--- config.mk ---
export PLATFORM = sky130hd
export DESIGN_NAME = vram_write_arbiter
export DESIGN_NICKNAME = d
export VERILOG_FILES = /design/src/rtl/vram_write_arbiter.sv
export SDC_FILE = /design/constraint.sdc
export NUM_CORES = 1
export LEC_CHECK = 0
export ABC_AREA = 1
export CAP_MARGIN = 20
export CORE_ASPECT_RATIO = 1.1
export CORE_MARGIN = 5
export CORE_UTILIZATION = 43
export DETAILED_ROUTE_END_ITERATION = 8
export PLACE_DENSITY = 0.86
export SETUP_SLACK_MARGIN = 0.3
export SYNTH_ARGS = -nofsm -noshare
export SYNTH_HDL_FRONTEND = slang
export SYNTH_SLANG_ARGS = --single-unit
--- constraint.sdc ---
create_clock -name clk -period 3.3 [get_ports clk]
set_input_delay 0.66 -clock clk [delete_from_list [all_inputs] [get_ports clk]]
set_output_delay 0.66 -clock clk [all_outputs]
set_load 0.02 [all_outputs]
--- src/rtl/vram_write_arbiter.sv ---
// vram_write_arbiter: shares port A of the character video RAM between the
// status-line writer (req 0), the falling-character renderer (req 1) and the
// hit/miss marker flasher (req 2), and owns a full-screen clear engine.
// Optional feature macro: VRAM_ARB_ROUND_ROBIN_EN selects round-robin
// arbitration; when undefined, fixed priority req 0 > req 1 > req 2 is used.
// All outputs are registered; a grant for a request sampled at one edge is
// visible in the following cycle.
module vram_write_arbiter #(
  parameter int CELLS = 2100,
  parameter int AW    = 12,
  parameter int DW    = 11
) (
  input  logic          clk,
  input  logic          rst_n,
  input  logic [2:0]    req,
  input  logic [AW-1:0] addr0,
  input  logic [AW-1:0] addr1,
  input  logic [AW-1:0] addr2,
  input  logic [DW-1:0] data0,
  input  logic [DW-1:0] data1,
  input  logic [DW-1:0] data2,
  output logic [2:0]    gnt,
  input  logic          clear_start,
  output logic          clear_busy,
  output logic          clear_done,
  output logic          wr_en,
  output logic [AW-1:0] wr_addr,
  output logic [DW-1:0] wr_data,
  output logic          oob_err
);

  typedef enum logic [1:0] {
    IDLE  = 2'd0,
    CLEAR = 2'd1,
    DONE  = 2'd2
  } state_t;

  // One extra bit so addresses up to 2**AW-1 compare correctly against CELLS.
  localparam logic [AW:0]   CELLS_X   = (AW+1)'(CELLS);
  localparam logic [AW-1:0] LAST_CELL = AW'(CELLS - 1);

  state_t          state, state_nxt;
  logic [2:0]      gnt_nxt;
  logic            wr_en_nxt;
  logic [AW-1:0]   wr_addr_nxt;
  logic [DW-1:0]   wr_data_nxt;
  logic            clear_busy_nxt;
  logic            clear_done_nxt;
  logic            oob_err_nxt;

  logic [2:0]      elig;
  logic [2:0]      arb_gnt;
  logic [AW-1:0]   sel_addr;
  logic [DW-1:0]   sel_data;
  logic            sel_in_range;
  logic            do_arb;

`ifdef VRAM_ARB_ROUND_ROBIN_EN
  // Index of the most recently granted requester; priority starts one past it.
  logic [1:0]      rr_ptr, rr_ptr_nxt;

  function automatic logic [2:0] pick_rr(input logic [2:0] e, input logic [1:0] last);
    logic [2:0] g;
    logic [1:0] idx;
    g   = '0;
    idx = (last == 2'd2) ? 2'd0 : last + 2'd1;
    for (int k = 0; k < 3; k++) begin
      if (g == 3'b000 && e[idx]) g[idx] = 1'b1;
      idx = (idx == 2'd2) ? 2'd0 : idx + 2'd1;
    end
    return g;
  endfunction

  function automatic logic [1:0] onehot_to_idx(input logic [2:0] g);
    logic [1:0] i;
    i = 2'd0;
    if (g[1]) i = 2'd1;
    if (g[2]) i = 2'd2;
    return i;
  endfunction
`else
  function automatic logic [2:0] pick_fixed(input logic [2:0] e);
    logic [2:0] g;
    g = 3'b000;
    if (e[0])      g = 3'b001;
    else if (e[1]) g = 3'b010;
    else if (e[2]) g = 3'b100;
    return g;
  endfunction
`endif

  // A requester granted last cycle sits out one cycle so a dropped or changed
  // request is never served twice.
  assign elig = req & ~gnt;

  // Pick at most one eligible requester and route its address/data.
  always_comb begin
`ifdef VRAM_ARB_ROUND_ROBIN_EN
    arb_gnt = pick_rr(elig, rr_ptr);
`else
    arb_gnt = pick_fixed(elig);
`endif
    sel_addr = addr0;
    sel_data = data0;
    case (arb_gnt)
      3'b010: begin
        sel_addr = addr1;
        sel_data = data1;
      end
      3'b100: begin
        sel_addr = addr2;
        sel_data = data2;
      end
      default: begin
        sel_addr = addr0;
        sel_data = data0;
      end
    endcase
    sel_in_range = ({1'b0, sel_addr} < CELLS_X);
  end

  // Next-state and next-output logic for the IDLE / CLEAR / DONE controller.
  always_comb begin
    state_nxt      = state;
    gnt_nxt        = 3'b000;
    wr_en_nxt      = 1'b0;
    wr_addr_nxt    = wr_addr;
    wr_data_nxt    = wr_data;
    clear_busy_nxt = clear_busy;
    clear_done_nxt = 1'b0;
    oob_err_nxt    = oob_err;
    do_arb         = 1'b0;
`ifdef VRAM_ARB_ROUND_ROBIN_EN
    rr_ptr_nxt     = rr_ptr;
`endif

    case (state)
      IDLE: begin
        if (clear_start) begin
          // Clear wins over any pending request; first cell written next cycle.
          state_nxt      = CLEAR;
          clear_busy_nxt = 1'b1;
          wr_en_nxt      = 1'b1;
          wr_addr_nxt    = '0;
          wr_data_nxt    = '0;
          oob_err_nxt    = 1'b0;
        end else begin
          do_arb = 1'b1;
        end
      end
      CLEAR: begin
        // wr_addr doubles as the clear cell counter.
        if (wr_addr == LAST_CELL) begin
          state_nxt      = DONE;
          clear_busy_nxt = 1'b0;
          clear_done_nxt = 1'b1;
        end else begin
          wr_en_nxt   = 1'b1;
          wr_addr_nxt = wr_addr + 1'b1;
          wr_data_nxt = '0;
        end
      end
      DONE: begin
        // Requests held through the clear are arbitrated here so the first
        // grant lands in the cycle right after clear_done.
        state_nxt = IDLE;
        do_arb    = 1'b1;
      end
      default: begin
        state_nxt = IDLE;
      end
    endcase

    if (do_arb && (arb_gnt != 3'b000)) begin
      gnt_nxt     = arb_gnt;
      wr_addr_nxt = sel_addr;
      wr_data_nxt = sel_data;
      // Out-of-range requests are still granted so the requester never stalls.
      if (sel_in_range) wr_en_nxt   = 1'b1;
      else              oob_err_nxt = 1'b1;
`ifdef VRAM_ARB_ROUND_ROBIN_EN
      rr_ptr_nxt = onehot_to_idx(arb_gnt);
`endif
    end
  end

  // State and output registers; reset abandons any clear in progress.
  always_ff @(posedge clk or negedge rst_n) begin
    if (!rst_n) begin
      state      <= IDLE;
      gnt        <= 3'b000;
      wr_en      <= 1'b0;
      wr_addr    <= '0;
      wr_data    <= '0;
      clear_busy <= 1'b0;
      clear_done <= 1'b0;
      oob_err    <= 1'b0;
    end else begin
      state      <= state_nxt;
      gnt        <= gnt_nxt;
      wr_en      <= wr_en_nxt;
      wr_addr    <= wr_addr_nxt;
      wr_data    <= wr_data_nxt;
      clear_busy <= clear_busy_nxt;
      clear_done <= clear_done_nxt;
      oob_err    <= oob_err_nxt;
    end
  end

`ifdef VRAM_ARB_ROUND_ROBIN_EN
  // Round-robin pointer; reset to 2 so the first priority goes to req 0.
  always_ff @(posedge clk or negedge rst_n) begin
    if (!rst_n) rr_ptr <= 2'd2;
    else        rr_ptr <= rr_ptr_nxt;
  end
`endif

endmodule

==> impl_summary.md <==
Place
The wire-length estimate of the detail-placed layout is 5.25 mm. The routability congestion estimate is 0.930. The number of buffer cells added on primary ports is between 100 and 150. The post-placement setup slack is roughly 0.69 ns.

Floorplanning
After floorplanning, the core was divided into 26 placement rows. The die span in x is 76.1 um. The vertical die dimension is roughly 83 um. The total area inside the core boundary comes to around 4700 sq um. The starting utilization of the core area is 44.4%.

The floorplan step defined a die boundary enclosing approximately 6300 sq um. During I/O placement, the number of pins put on the boundary was 105.

Detailed routing
The violation count after the first detailed-routing iteration is a little over 100. After detailed routing, the number of remaining DRC violations is 0. The average routed wire per standard cell is 14.5 um. The detailed router placed 2,351 vias in this run. The average via count per standard cell is 5.19.

The first-pass iteration count of the detailed router is 4. The final routed wirelength across all metal layers is 6.55 mm. The number of nets with antenna violations after routing is 0.

Critical path
The endpoint identified for the worst register-to-register timing path is wr_addr[0]. The number of buffers and inverters on the critical path is 3. The slowest cell on the critical path is sky130_fd_sc_hd__clkdlybuf4s50_1. The worst setup path is launched from an input pin.

The maximum fanout count along the critical path is 27. The cell that appears most often on the critical path is sky130_fd_sc_hd__nand2_4. The delay of the slowest cell on the worst path is 0.44 ns.

For the worst setup path, the data required time is 3.48 ns. The setup slack of the worst register-to-register path is 1.31 ns. For the worst flop-to-flop path, the logic depth is 8.

The type of the worst setup path is input pin to flop. The critical path goes through clkdlybuf4s50_1, nand2_4, nand3_2, nand2_4, inv_4, nor2_1, nand2_2, o21ai_4, inv_1, o21ai_1, nand2_1. On the critical path the largest part of the delay comes from simple AND/OR/NAND/NOR gates. STA classifies the critical path endpoint as a flop. The startpoint identified for the worst register-to-register timing path is wr_addr[8]. STA puts the critical path data arrival time at 2.50 ns.

STA
The final setup skew is 0.00216 ns. The relative slew slack is 53.0%. Setup repair after global routing left no endpoint under its margin. The final-report max-slew violation count is 0. The slew at the pin closest to its max-slew limit is about 0.7 ns. The sum of negative setup slack is 0 ns.

After layout, the worst setup slack is 0.977 ns. The final period demand of the worst path is 2.32 ns. The number of endpoints with negative hold slack in the final report was 0. The setup-violating endpoint count in the final report is 0. The fmax is 430 MHz. Of the available clock period, the critical path in the final layout requires 70.4%.

Hold path
In this run the worst hold path is classified as flop to flop. The worst hold path passes through 2 cells. The end of the worst hold path is wr_data[10]. In this run the most critical hold path is launched from wr_data[10].

Clock network
The total of cells resized after clock tree synthesis is 0. Counting along the longest clock path gives a buffer depth of 2. Buffers inserted during clock tree synthesis total 5. TritonCTS built the clock tree.

The count of H-tree levels built during CTS is 2. The number of hold buffers added after CTS was 0. Once the clock tree was built, the setup fixing pass inserted 0 buffers. Clock tree synthesis selected as its root buffer the cell sky130_fd_sc_hd__clkbuf_8. The clock transition time at the flip-flop clock pins of the worst setup and hold paths is roughly 0.070 ns. At the later pin of the worst-skew pair, clock insertion delay measures 0.29 ns. The clock sink count is 32.

Yosys
The sequential area share after synthesis is about two fifths. The top cell type's share of synthesized area is 38.7%. The distinct cell type count after synthesis is 38. The area of the mapped netlist is 2070 sq um.

The library cell occupying the most area in the post-synthesis netlist is sky130_fd_sc_hd__dfrtp_1. The instance count of the mapped netlist is 289. After synthesis the netlist holds a flip-flop and latch count of 32. A synthesized cell averages 7.15 sq um. Yosys printed 0 warnings. The post-synthesis net count is ~370. By area the synthesized netlist is led by sky130_fd_sc_hd__dfrtp_1 (39%), sky130_fd_sc_hd__nand2_1 (18%), sky130_fd_sc_hd__nor2_1 (5.6%).

Power
The power density over the cells is about 270 nW/um^2. The largest voltage drop on the vdd net is around 0.18 mV. Summed over all cells, the static leakage comes to 0.00145 uW.

Outcome
The run finished with clean final reports.

Global routing
Entering global routing, the biggest net connects 33 pins. The total congestion overflow is 0. The overall global routing resource usage is around 22%. The first global-routing pass estimated 10.8 mm of wire. The number of antenna violations at the first check in global routing came to 0. The via count of the first global-routing pass is 2,388.

Finish
The filler cells instantiated in the layout total about 380. The flip-flop and latch area is 801 sq um. The area used by multi-input combinational logic is 1090 sq um.

The proportion of layout cells with a drive suffix above 1 is under 10%. The antenna cell count is 0. After the last flow step, the layout net total stands at 472. The area growth from synthesis to layout is 56.5%.

Run
Across the run, the number of max-cap violations was 0.
## area by class of cell
type,count,share of cell area [%]
multi-input cells,219,33.8
repair buffers,106,32.6
flip-flops and latches,32,24.7
inverters,32,3.79
clock buffers,7,2.67
well taps,56,2.17
clock inverters,1,0.232
## cell usage after synthesis
cell,n
sky130_fd_sc_hd__or2_2,1
sky130_fd_sc_hd__nor4_1,1
sky130_fd_sc_hd__a22o_1,2
sky130_fd_sc_hd__nor3b_1,1
sky130_fd_sc_hd__inv_1,25
sky130_fd_sc_hd__o21ai_4,1
sky130_fd_sc_hd__nand3_1,14
sky130_fd_sc_hd__inv_2,5
sky130_fd_sc_hd__nand4_1,4
sky130_fd_sc_hd__nand2_2,5
sky130_fd_sc_hd__a22oi_1,3
sky130_fd_sc_hd__a31oi_1,2
sky130_fd_sc_hd__nand2_1,97
sky130_fd_sc_hd__ha_1,1
sky130_fd_sc_hd__o211ai_1,3
sky130_fd_sc_hd__o22ai_1,1
sky130_fd_sc_hd__dfrtp_1,32
sky130_fd_sc_hd__a32o_1,4
sky130_fd_sc_hd__o21ai_1,2
sky130_fd_sc_hd__nor2_1,31
sky130_fd_sc_hd__o21ai_2,1
sky130_fd_sc_hd__nor2_2,2
sky130_fd_sc_hd__buf_2,2
sky130_fd_sc_hd__a21oi_4,2
sky130_fd_sc_hd__xor2_1,1
sky130_fd_sc_hd__o22a_1,1
sky130_fd_sc_hd__nor3_1,4
sky130_fd_sc_hd__a221oi_1,3
sky130_fd_sc_hd__buf_4,2
sky130_fd_sc_hd__nand3_2,2
sky130_fd_sc_hd__buf_8,1
sky130_fd_sc_hd__clkinv_1,1
sky130_fd_sc_hd__nand2_4,2
sky130_fd_sc_hd__a21o_1,2
sky130_fd_sc_hd__buf_6,1
sky130_fd_sc_hd__a21oi_1,15
sky130_fd_sc_hd__inv_4,1
sky130_fd_sc_hd__o21ai_0,11
## placed cells by master, fill, tap and decap left out, drive strengths merged
master / instances
a31oi: 2
nor3: 4
a21o: 2
nor4: 1
clkdlybuf4s50: 104
nand2: 104
dfrtp: 32
o22a: 1
nand4: 4
a221oi: 3
o22ai: 1
o211ai: 3
clkinv: 1
or2: 1
ha: 1
a32o: 4
buf: 2
clkbuf: 7
nor3b: 1
clkinvlp: 1
a22o: 2
nor2: 33
a22oi: 3
a21oi: 17
o21ai: 15
inv: 31
nand3: 16
xor2: 1
## logic make-up (layout without fill, tap and decap cells)
family | after synthesis | count (layout) | synth area share [%]
simple gates | 164 | 164 | 34.0
compound gates | 53 | 53 | 17.9
buf+inv | 38 | 146 | 8.41
flops | 32 | 32 | 38.7
fa+ha+maj | 1 | 1 | 0.605
xor+xnor | 1 | 1 | 0.424
## worst reg2reg max path, delay by kind of cell (launching register included)
| kind | cells | cell delay (ns) |
|---|---|---|
| buffers and inverters | 1 | 0.19 |
| AOI/OAI and AO/OA | 2 | 0.39 |
| and+or+nand+nor | 5 | 0.84 |
| DFF | 1 | 0.46 |
## routing by layer
| metal | part of all wire (%) | GRT usage [%] | routed length [um] |
|---|---|---|---|
| met2 | 50 | 39.6 | 3250 |
| met3 | 9.8 | 7.70 | 639 |
| met1 | 38 | 22.4 | 2470 |
| met5 | 0 | 0 | 0 |
| met4 | 2.7 | 8.92 | 180 |
## flip-flops by register name (all words and copies together), names as in the netlist
name	flops
gnt	3
clear_busy	1
oob_err	1
clear_done	1
state	2
wr_addr	12
wr_data	11
wr_en	1
## report_power, final
part	switching [uW]	internal, uW	leakage, uW
Clock	148	169	0.0000445
Combinational	56.7	94.2	0.00102
Sequential	0	392	0.000385
## metrics by stage
stage               instances  utilization, %  power [uW]  hold WS [ns]  area (sq um)
global placement          445            67.5         549         0.458          3140
CTS                       453            69.6         864         0.483          3240
floorplan                 289               -         444         0.364          2070
finish                    453            69.6         861         0.483          3240
detailed placement        445            67.5         551         0.465          3140
global route              453            69.6         894         0.504          3240
## worst max path at each step
stage	from	to	slack, ns	cells past startpoint
global placement	req[1]	wr_addr[0]	0.69	11
CTS	req[1]	wr_addr[0]	0.99	11
global route	req[0]	wr_en	0.80	13
finish	req[1]	wr_addr[0]	0.98	11
detailed placement	req[1]	wr_addr[0]	0.69	11
floorplan	req[0]	wr_en	1.59	11
Note: power is estimated with default switching activity, not from simulation.
